## src/rtl/dct_pkg.sv

```systemverilog
// Shared constants for the 8x8 DCT multiply-accumulate datapath.
//   PIX_W / COEF_W / ACC_W / OUT_W : default datapath widths
//   C0_SCALE   : 1/sqrt(2) in Q.8, applied to the u==0 / v==0 terms
//   UNIT_SCALE : 1.0 in Q.8, applied to all other frequency indices
//   OUT_SHIFT  : right shift that returns the scaled sum to output units
//   PIPE_LAT   : edges from the last sample to the coefficient pulse
package dct_pkg;
  localparam int PIX_W       = 8;
  localparam int COEF_W      = 9;
  localparam int ACC_W       = 32;
  localparam int OUT_W       = 12;
  localparam int C0_SCALE    = 181;
  localparam int UNIT_SCALE  = 256;
  localparam int OUT_SHIFT   = 32;
  localparam int PIPE_LAT    = 3;
  localparam int MAX_SAMPLES = 64;
endpackage

```

## src/rtl/dct_cos_rom.sv

```systemverilog
// Combinational cosine table: coef = round(128*cos((2n+1)*k*pi/16)), signed Q1.7.
//   k    in  3       frequency index (u or v)
//   n    in  3       spatial index (x or y)
//   coef out COEF_W  signed cosine value
module dct_cos_rom #(
  parameter int COEF_W = dct_pkg::COEF_W
) (
  input  logic [2:0]               k,
  input  logic [2:0]               n,
  output logic signed [COEF_W-1:0] coef
);

  // Magnitudes of 128*cos(m*pi/16) for m = 0..8; the rest of the circle
  // is folded onto this quarter wave.
  function automatic logic [7:0] cos_mag(input logic [3:0] m);
    case (m)
      4'd0:    cos_mag = 8'd128;
      4'd1:    cos_mag = 8'd126;
      4'd2:    cos_mag = 8'd118;
      4'd3:    cos_mag = 8'd106;
      4'd4:    cos_mag = 8'd91;
      4'd5:    cos_mag = 8'd71;
      4'd6:    cos_mag = 8'd49;
      4'd7:    cos_mag = 8'd25;
      default: cos_mag = 8'd0;
    endcase
  endfunction

  logic [6:0] angle;
  logic [4:0] m;
  logic [4:0] fold;
  logic       neg;
  logic signed [COEF_W-1:0] mag;

  always_comb begin
    angle = {3'b000, n, 1'b1} * {4'b0000, k};
    // Angle in units of pi/16, taken modulo a full turn.
    m     = angle[4:0];
    fold  = m;
    neg   = 1'b0;
    if (m <= 5'd8) begin
      fold = m;
    end else if (m <= 5'd16) begin
      fold = 5'd16 - m;
      neg  = 1'b1;
    end else if (m <= 5'd24) begin
      fold = m - 5'd16;
      neg  = 1'b1;
    end else begin
      fold = 5'd0 - m;
    end
    mag  = COEF_W'(cos_mag(fold[3:0]));
    coef = neg ? -mag : mag;
  end

endmodule

```

## src/rtl/dct_mac_unit.sv

```systemverilog
// Datapath for one 2-D DCT coefficient: accumulates 64 pixel*cos*cos products,
// then scales, rounds and saturates the sum and emits it with a one-cycle pulse.
//   clock, reset_MAC (async, active-low; also per-coefficient clear)
//   active_MAC / read_enable / ready : sample strobe, memory read flag, last-sample flag
//   u, v, x, y, pixel_in             : indices and pixel for the current sample
//   coef_out, coef_index, coef_valid : result, its {v,u}, and update pulse
//   sample_count                     : samples accepted since reset_MAC
//   overrun_err, underrun_err, proto_err : sticky protocol flags
//   busy                             : samples in the pipeline or result pending
module dct_mac_unit
  import dct_pkg::*;
#(
  parameter int PIX_W  = dct_pkg::PIX_W,
  parameter int COEF_W = dct_pkg::COEF_W,
  parameter int ACC_W  = dct_pkg::ACC_W,
  parameter int OUT_W  = dct_pkg::OUT_W
) (
  input  logic                    clock,
  input  logic                    reset_MAC,
  input  logic                    active_MAC,
  input  logic                    read_enable,
  input  logic                    ready,
  input  logic [2:0]              u,
  input  logic [2:0]              v,
  input  logic [2:0]              x,
  input  logic [2:0]              y,
  input  logic [PIX_W-1:0]        pixel_in,
  output logic signed [OUT_W-1:0] coef_out,
  output logic [5:0]              coef_index,
  output logic                    coef_valid,
  output logic [6:0]              sample_count,
  output logic                    overrun_err,
  output logic                    underrun_err,
  output logic                    proto_err,
  output logic                    busy
);

  localparam int P1_W  = PIX_W + COEF_W + 1;
  localparam int P2_W  = P1_W + COEF_W;
  localparam int SCL_W = 48;
  localparam int Q_W   = SCL_W - OUT_SHIFT + 1;

  localparam logic [6:0] FULL = 7'(MAX_SAMPLES);
  localparam logic signed [SCL_W:0] RND_HALF =
    {{(SCL_W - OUT_SHIFT + 1){1'b0}}, 1'b1, {(OUT_SHIFT - 1){1'b0}}};
  localparam logic signed [Q_W-1:0] SAT_HI = Q_W'((2 ** (OUT_W - 1)) - 1);
  localparam logic signed [Q_W-1:0] SAT_LO = -SAT_HI - Q_W'(1);

  // Add one half LSB of the output grid, then drop the fractional bits.
  function automatic logic signed [Q_W-1:0] round_shift(input logic signed [SCL_W-1:0] r);
    logic signed [SCL_W:0] t;
    t = $signed({r[SCL_W-1], r}) + RND_HALF;
    return t[SCL_W:OUT_SHIFT];
  endfunction

  function automatic logic signed [OUT_W-1:0] saturate(input logic signed [Q_W-1:0] q);
    logic signed [Q_W-1:0] c;
    if (q > SAT_HI)      c = SAT_HI;
    else if (q < SAT_LO) c = SAT_LO;
    else                 c = q;
    return c[OUT_W-1:0];
  endfunction

  logic signed [COEF_W-1:0] cu, cv;

  dct_cos_rom #(.COEF_W(COEF_W)) u_rom_u (.k(u), .n(x), .coef(cu));
  dct_cos_rom #(.COEF_W(COEF_W)) u_rom_v (.k(v), .n(y), .coef(cv));

  logic                     accept;
  logic [5:0]               idx_reg;
  logic [5:0]               idx_now;
  logic [6:0]               count_after;

  logic [PIX_W-1:0]         pix_p0;
  logic signed [COEF_W-1:0] cu_p0, cv_p0, cv_p1;
  logic signed [P1_W-1:0]   p1_p1;
  logic signed [ACC_W-1:0]  acc_p2;
  logic                     vld_p0, vld_p1, vld_p2;

  logic [2:0]               pend;
  logic [5:0]               idx_pend [3];

  logic signed [P1_W-1:0]   p1_d;
  logic signed [P2_W-1:0]   p2_d;
  logic signed [SCL_W-1:0]  su, sv, scaled;

  assign accept      = active_MAC && (sample_count != FULL);
  assign count_after = sample_count + {6'd0, accept};
  // A ready on the very first sample must see that sample's indices.
  assign idx_now     = (accept && sample_count == 7'd0) ? {v, u} : idx_reg;

  assign p1_d = P1_W'($signed({1'b0, pix_p0})) * P1_W'(cu_p0);
  assign p2_d = P2_W'(p1_p1) * P2_W'(cv_p1);

  assign su     = (idx_pend[2][2:0] == 3'd0) ? SCL_W'(C0_SCALE) : SCL_W'(UNIT_SCALE);
  assign sv     = (idx_pend[2][5:3] == 3'd0) ? SCL_W'(C0_SCALE) : SCL_W'(UNIT_SCALE);
  assign scaled = SCL_W'(acc_p2) * su * sv;

  assign busy = vld_p0 || vld_p1 || vld_p2 || (|pend);

  always_ff @(posedge clock or negedge reset_MAC) begin
    if (!reset_MAC) begin
      sample_count <= '0;
      idx_reg      <= '0;
      overrun_err  <= 1'b0;
      underrun_err <= 1'b0;
      proto_err    <= 1'b0;
      pix_p0       <= '0;
      cu_p0        <= '0;
      cv_p0        <= '0;
      vld_p0       <= 1'b0;
      p1_p1        <= '0;
      cv_p1        <= '0;
      vld_p1       <= 1'b0;
      acc_p2       <= '0;
      vld_p2       <= 1'b0;
      pend         <= '0;
      idx_pend[0]  <= '0;
      idx_pend[1]  <= '0;
      idx_pend[2]  <= '0;
      coef_out     <= '0;
      coef_index   <= '0;
      coef_valid   <= 1'b0;
    end else begin
      sample_count <= count_after;
      if (accept && sample_count == 7'd0) idx_reg <= {v, u};
      if (active_MAC && sample_count == FULL) overrun_err <= 1'b1;
      if (ready && count_after < FULL) underrun_err <= 1'b1;
      if (active_MAC && !read_enable) proto_err <= 1'b1;

      // Stage 1: capture pixel and both cosine factors
      vld_p0 <= accept;
      if (accept) begin
        pix_p0 <= pixel_in;
        cu_p0  <= cu;
        cv_p0  <= cv;
      end

      // Stage 2: pixel * cos_u
      vld_p1 <= vld_p0;
      if (vld_p0) begin
        p1_p1 <= p1_d;
        cv_p1 <= cv_p0;
      end

      // Stage 3: accumulate (pixel * cos_u) * cos_v
      vld_p2 <= vld_p1;
      if (vld_p1) acc_p2 <= acc_p2 + ACC_W'(p2_d);

      // Pending-ready line: each ready reaches the output once stage 3 has drained
      pend        <= {pend[1:0], ready};
      idx_pend[0] <= idx_now;
      idx_pend[1] <= idx_pend[0];
      idx_pend[2] <= idx_pend[1];

      // Output: scale, round, saturate
      coef_valid <= pend[2];
      if (pend[2]) begin
        coef_out   <= saturate(round_shift(scaled));
        coef_index <= idx_pend[2];
      end
    end
  end

endmodule

```

## config.mk

```make
export PLATFORM = sky130hd
export DESIGN_NAME = dct_mac_unit
export DESIGN_NICKNAME = d
export VERILOG_FILES = /design/src/rtl/dct_pkg.sv /design/src/rtl/dct_cos_rom.sv /design/src/rtl/dct_mac_unit.sv
export SDC_FILE = /design/constraint.sdc
export NUM_CORES = 2
export LEC_CHECK = 0
export BUFFER_PORTS_ARGS = -buffer_cell sky130_fd_sc_hd__buf_2
export CAP_MARGIN = 20
export CORE_AREA = 2 2 261 263
export DETAILED_ROUTE_END_ITERATION = 10
export DIE_AREA = 0 0 263 265
export GPL_TIMING_DRIVEN = 0
export PLACE_DENSITY_LB_ADDON = 0.2
export SLEW_MARGIN = 0
export SYNTH_ARGS = -nofsm -noshare
export SYNTH_HDL_FRONTEND = slang
export SYNTH_SLANG_ARGS = --single-unit
```

## constraint.sdc

```tcl
create_clock -name clock -period 23.1 [get_ports clock]
set_input_delay 3.465 -clock clock [delete_from_list [all_inputs] [get_ports clock]]
set_output_delay 3.465 -clock clock [all_outputs]
set_load 0.01 [all_outputs]
```

; After elaboration in Yosys (flattened, before gate mapping)
; Memory sizes are Yosys's and may differ from the RTL's.
; Index checks and enable logic that the tools add are counted.
[totals]
output_inout_bits = 30
latch_bits = 0
romBits = 128
register_bits = 138
elab_cells = 83
memories = 2
mem_bits_rw = 0
[classes]
reduce_logical = 13
eq_ne = 2
n_mul = 6
bitwise_logic = 0
muxes = 20
n_addsub = 11
shift = 0
order_cmp = 9
n_div = 0
[memory_table]
columns = memory, words, word_bits, read_ports, rd_ports_with_merged_regs, wr, line_no
row1 = (no name shown), 8, 8, 1, 0, 0, dct_cos_rom.sv:16  ; case (m)
row2 = (no name shown), 8, 8, 1, 0, 0, dct_cos_rom.sv:16
[ops]
columns = cell, count
row1 = adder 48 x 33 -> 49 bit (second input constant), 1
row2 = multiplier 42 x 10 -> 48 bit, 1
row3 = multiplier 32 x 10 -> 42 bit, 1
row4 = 2-to-1 mux 9 bit, 4
row5 = adder 32 x 27 -> 32 bit, 1
row6 = multiplier 18 x 9 -> 27 bit, 1
row7 = 2-to-1 mux 12 bit, 2
row8 = 2-to-1 mux 4 bit, 6
row9 = less-or-equal comparator 5 bit (second input constant), 4
row10 = multiplier 9 x 9 -> 18 bit, 1
row11 = negator 8 -> 9 bit, 2
row12 = greater-than comparator 17 x 12 -> 1 bit (second input constant), 1
row13 = less-than comparator 17 x 12 -> 1 bit (second input constant), 1
row14 = 2-to-1 mux 8 bit, 2
row15 = subtractor 1 x 4 -> 4 bit (first input constant), 4
row16 = less-or-equal comparator 5 x 4 -> 1 bit (second input constant), 2
row17 = multiplier 4 x 3 -> 5 bit, 2
row18 = subtractor 4 x 1 -> 4 bit (second input constant), 2
row19 = adder 7 x 1 -> 7 bit, 1
row20 = equality test 7 bit (second input constant), 1
row21 = zero test 7 bit, 1
row22 = less-than comparator 7 bit (second input constant), 1
row23 = != test 7 bit (second input constant), 1
row24 = zero test 3 bit, 2
row25 = 5 further kinds, 16

; Longest topological paths before layout
; An unclocked memory read counts as a cell.
[depth]
ltp_word = 9
ltp_mapped = 50
depth_no_buf = 47

; By module
; Synthesis repeated with hierarchy kept, for this count alone.
[unflattened]
cells_unflattened = 3150
area_unflattened_um2 = 29525.8
[by_module_without_submodules]
columns = mod, cells_per_inst, area_per_inst_um2, seq_area_each_um2, instances
row1 = dct_mac_unit, 2984, 28319.7, 3453.3, 1
row2 = dct_cos_rom, 83, 603.1, 0.0, 2

; Worst setup path before layout
; OpenSTA, ideal clock, no wires.
[synth_path]
path_kind = reg2reg
startpoint = reg idx_pend[1] (netlist name)
endpoint = reg coef_out[9]
synth_period_minus_slack_ps = 12124
setup_slack_ps = 10976
stages_incl_launch_ff = 48
setup_time_ps = 123
arrival_ps = 12001
t_required_ps = 22977
cell_sequence = dfrtp_1 -> nor3_1 -> clkbuf_1 -> buf_1 -> nand2_1 -> inv_1 -> ha_1 -> fa_1 -> fa_1 -> fa_1 -> inv_1 -> fa_1 -> inv_1 -> ha_1 -> a211o_1 -> a211oi_1 -> o21ai_0 -> a21oi_1 -> [12 not listed] -> fa_1 -> ha_1 -> xor2_1 -> ha_1 -> a21oi_1 -> o21ai_1 -> a2111oi_0 -> a21oi_1 -> a22o_1 -> o2111ai_2 -> o311ai_2 -> or3_1 -> nor3_1 -> xnor2_1 -> o2111a_1 -> o32ai_2 -> buf_4 -> o221a_1
[synth_between]
elab_chain_cells = 8
[synth_rtl]
columns = element, line_no
row1 = "start, declared", dct_mac_unit.sv:81  ; logic [5:0] idx_pend [3];
row2 = zero test 3 bit (*), dct_mac_unit.sv:95  ; assign su = (idx_pend[2][2:0] == 3'd0) ? SCL_W'(C0_SCALE) : SCL_W'(UNIT_SCALE);
row3 = 2-to-1 mux 9 bit (*), dct_mac_unit.sv:95
row4 = multiplier 32 x 10 -> 42 bit (*), dct_mac_unit.sv:97  ; assign scaled = SCL_W'(acc_p2) * su * sv;
row5 = multiplier 42 x 10 -> 48 bit (*), dct_mac_unit.sv:97
row6 = adder 48 x 33 -> 49 bit (*), dct_mac_unit.sv:52  ; t = $signed({r[SCL_W-1], r}) + RND_HALF;
row7 = less-than comparator 17 x 12 -> 1 bit, dct_mac_unit.sv:59  ; else if (q < SAT_LO) c = SAT_LO;
row8 = 2-to-1 mux 12 bit, dct_mac_unit.sv:59
row9 = 2-to-1 mux 12 bit (*), dct_mac_unit.sv:58  ; if (q > SAT_HI) c = SAT_HI;
row10 = "end signal, assigned", dct_mac_unit.sv:159  ; coef_out <= saturate(round_shift(scaled));
row11 = "end, declared", dct_mac_unit.sv:28  ; output logic signed [OUT_W-1:0] coef_out,
; Mark *: on every way between the ends. The rest lies on a longest branch, timed or not.
; A chain may end at the register's enable or synchronous reset.

; Worst setup path after layout
; Ends and elaborated chain as after synthesis.

==> summary.md <==
| Metric | Value |
|---|---|
| CP max stage delay | `690 ps` |
| Total track usage | `0.206` |
| Pre-antenna DRT Iters | `4` |
| I/O pin count | `55` |
| Worst Path Class, Setup | `flip-flop to flip-flop` |
| Fillers | `6515` |
| Initial core utilization | `0.448` |
| CP most frequent cell | `fa_1` |
| #FFs+latches synth | `138` |
| Main synth FF type | `dfrtp_1` |
| Clock Tree Buf Depth | `2` |
| First-pass GRT wire length | `116000 µm` |
| Diodes inserted | `0` |
| Req. time, crit path | `23450 ps` |
| Area grow syn2layout | `7.31%` |
| Post-synthesis cell type count | `96` |
| Chip width | `263 µm` |
| Unrepaired setup endpoints after global routing | `false` |
| Nets | `4266` |
| CP arrival | `14680 ps` |
| Slew margin rel. | `0.402` |
| Via-per-instance ratio | `5.06` |
| Sequential area share after synthesis | `0.115` |
| Multi-input gate area | `0.0239 mm²` |
| Ranking of synthesized cells by area | `fa_1 31%, ha_1 17%, dfrtp_1 12%` |
| Hold Path Class | `flip-flop to flip-flop` |
| Leading area contributor after synthesis | `fa_1` |
| Final slew viol count | `0` |
| Iter 0 DRT Violations | `946` |
| Slowest CP cell | `nor2_1` |
| Largest net degree at the start of global routing | `96` |
| Vias | `21600` |
| Met3 wire len | `1350 µm` |
| Critical path fanouts, max | `10` |
| Mean Syn Cell Area | `9.18 µm²` |
| Gates resized, CTS repair | `0` |
| Yosys top cell area share | `0.311` |
| Nature of the critical path endpoint | `flip-flop` |
| Num rows | `95` |
| Placeable Area | `0.0668 mm²` |
| FFs w/ async S/R, synth | `1.00` |
| Antenna violations before repair | `1` |
| DR top layer | `met5` |
| Final Hold Fails | `0` |
| Skew final | `12.7 ps` |
| DR WL met2 | `33900 µm` |
| Root Driver | `clkbuf_16` |
| RD Place Congestion | `0.859` |
| Hold Buf Count CTS | `0` |
| Max_cap viols | `0` |
| Setup Total Neg Slack | `0 ps` |
| Worst-Skew Late Latency | `470 ps` |
| Synth Warn # | `0` |
| Final Routed Wirelength | `68400 µm` |
| Final period utilization | `0.620` |
| Share of cells above drive strength 1 | `0.0614` |
| TritonCTS Buffers | `17` |
| Die Y-Extent | `265 µm` |
| Mapped Cells | `3261` |
| # clock sinks | `138` |
| GRT overflow | `0` |
| Status | `completed` |
| Die ar. | `0.0697 mm²` |
| Sequential cell area | `0.00345 mm²` |
| Vias in the first global route | `22700` |
| Setup Fix Bufs, Post-CTS | `0` |
| Post-synth EDFFs | `0` |
| Mapped cell area | `0.0299 mm²` |
| DP HPWL | `59300 µm` |
| Number of port buffers | `54` |
| Max H-tree Level | `4` |
| Achievable Freq | `0.0698 GHz` |
| CP startpoint kind | `flip-flop` |
| Crit path time final | `14330 ps` |
| Clk slew on worst S/H paths | `70 ps` |
| Tightest Pin Transition | `895 ps` |
| Routed Antenna Nets | `0` |
| CTS tree | `built` |
| DRC Markers | `0` |
| WL/cell | `16.0 µm` |
| Setup violators final | `0` |
| Met1 WL | `31300 µm` |
==> synthesized netlist by cell type, types with 4 or more instances <==
| master | count |
|---|---|
| a21o_1 | 62 |
| a22o_1 | 5 |
| nor2_1 | 125 |
| xor2_1 | 40 |
| o21bai_1 | 30 |
| nand4_1 | 18 |
| a211o_1 | 6 |
| clkbuf_1 | 110 |
| o211ai_1 | 8 |
| nand4b_1 | 4 |
| or3_1 | 9 |
| nor2b_1 | 13 |
| o22a_1 | 10 |
| ha_1 | 402 |
| a211oi_1 | 12 |
| buf_1 | 13 |
| and2_1 | 106 |
| nor3b_1 | 9 |
| a31oi_1 | 9 |
| a31o_2 | 5 |
| nand2_1 | 354 |
| o31ai_1 | 10 |
| a21oi_1 | 136 |
| dfrtp_1 | 138 |
| inv_1 | 593 |
| buf_2 | 4 |
| and4_1 | 5 |
| mux2i_1 | 5 |
| o2111ai_1 | 5 |
| nand3b_1 | 9 |
| mux2_2 | 62 |
| o21a_1 | 13 |
| and3_1 | 23 |
| or2_2 | 10 |
| fa_1 | 465 |
| nor3_1 | 45 |
| a2111oi_0 | 7 |
| nand2b_1 | 35 |
| nor4_1 | 4 |
| nand3_1 | 33 |
| xnor2_1 | 122 |
| o21ai_1 | 5 |
| a21boi_0 | 4 |
| o21ai_0 | 102 |
==> cell type report <==
cell class,instances,share of cell area
repair buffers,59,0.0104
clock inverters,15,0.00619
flip-flops and latches,138,0.107
multi-input cells,2435,0.744
clock buffers,17,0.0132
well taps,873,0.0340
inverters,594,0.0694
plain buffers,129,0.0156
==> kinds of logic (layout without fill, tap and decap cells) <==
family,Yosys count,count (layout),synth area share
buf+inv,723,814,0.0912
flops,138,138,0.115
xor+xnor,164,164,0.0487
mux,68,68,0.0254
simple gates,824,824,0.135
fa+ha+maj,867,867,0.479
compound gates,475,475,0.105
other cells,2,37,0.000251
==> registers in the layout, indices dropped and copies added, names as in the netlist <==
register / cells
coef_out: 12
acc_p2: 32
coef_index: 6
p1_p1: 18
pend: 3
proto_err: 1
cv_p1: 9
cv_p0: 9
cu_p0: 9
coef_valid: 1
idx_pend: 18
overrun_err: 1
vld_p0: 1
pix_p0: 8
sample_count: 7
vld_p1: 1
vld_p2: 1
underrun_err: 1
==> worst max-delay path, delay by kind of cell (launching register included) <==
family / cells / cell delay (ps)
xor+xnor: 2 / 380
fa+ha+maj: 11 / 5080
mux: 1 / 360
compound gates: 19 / 4130
buf+inv: 8 / 1760
flops: 1 / 430
simple gates: 6 / 2030
==> metal layers <==
metal / vias to the layer above / global-route usage
met4: 2 / 0.0625
met2: 218 / 0.367
met5: - / 0
li1: 10700 / -
met1: 10600 / 0.262
met3: 87 / 0.0240
==> cells in the final DEF (no fill, tap or decap), types with 6 or more instances in the layout <==
cell type  synthesis  final
xnor2_1          122    122
ha_1             402    402
clkbuf_16          0     17
o22a_1            10     10
inv_1            593    593
a21o_1            62     62
and3_1            23     23
a211oi_1          12     12
o211ai_1           8      8
o21ai_0          102    101
clkbuf_1         110    110
a21oi_1          136    136
or3_1              9      9
fa_1             465    465
a31oi_1            9      9
dfrtp_1          138    138
nand4_1           18     18
nand2_1          354    354
or2_2             10     10
nand3b_1           9      9
o21a_1            13     13
nand2b_1          35     35
conb_1             2     37
nor3_1            45     45
mux2_2            62     62
o21ai_1            5      6
nor2b_1           13     13
o21bai_1          30     30
nand3_1           33     33
xor2_1            40     40
nor2_1           125    125
buf_1             13     13
nor3b_1            9      9
o31ai_1           10     10
and2_1           106    106
buf_2              4     59
a211o_1            6      6
==> path summary, 6_finish.rpt <==
path | start | endpoint | slack [ps] | depth (start not counted)
max | idx_pend[1] | coef_out[9] | 8770 | 47
min | idx_pend[7] | idx_pend[1] | 350 | 0
max reg2reg | idx_pend[1] | coef_out[9] | 8770 | 47
min reg2reg | idx_pend[7] | idx_pend[1] | 350 | 0
max in group asynchronous | reset_MAC | coef_out[3] | 19330 | 2
min in group asynchronous | reset_MAC | p1_p1[13] | 2920 | 1
==> stage by stage <==
stage	std cells	hold slack [ps]	setup WS, ps	cell area (µm²)	utilization
after floorplan	3296	331	10980	30100	-
after global placement	4223	332	8270	31400	0.471
after detailed placement	4227	335	8730	31500	0.471
after CTS	4259	349	8660	32100	0.481
after global routing	4260	372	7890	32100	0.481
final	4260	350	8770	32100	0.481
Power is left out: the tool's default activity adds up to more than one toggle a clock period on the data nets, which glitch-free logic cannot reach.
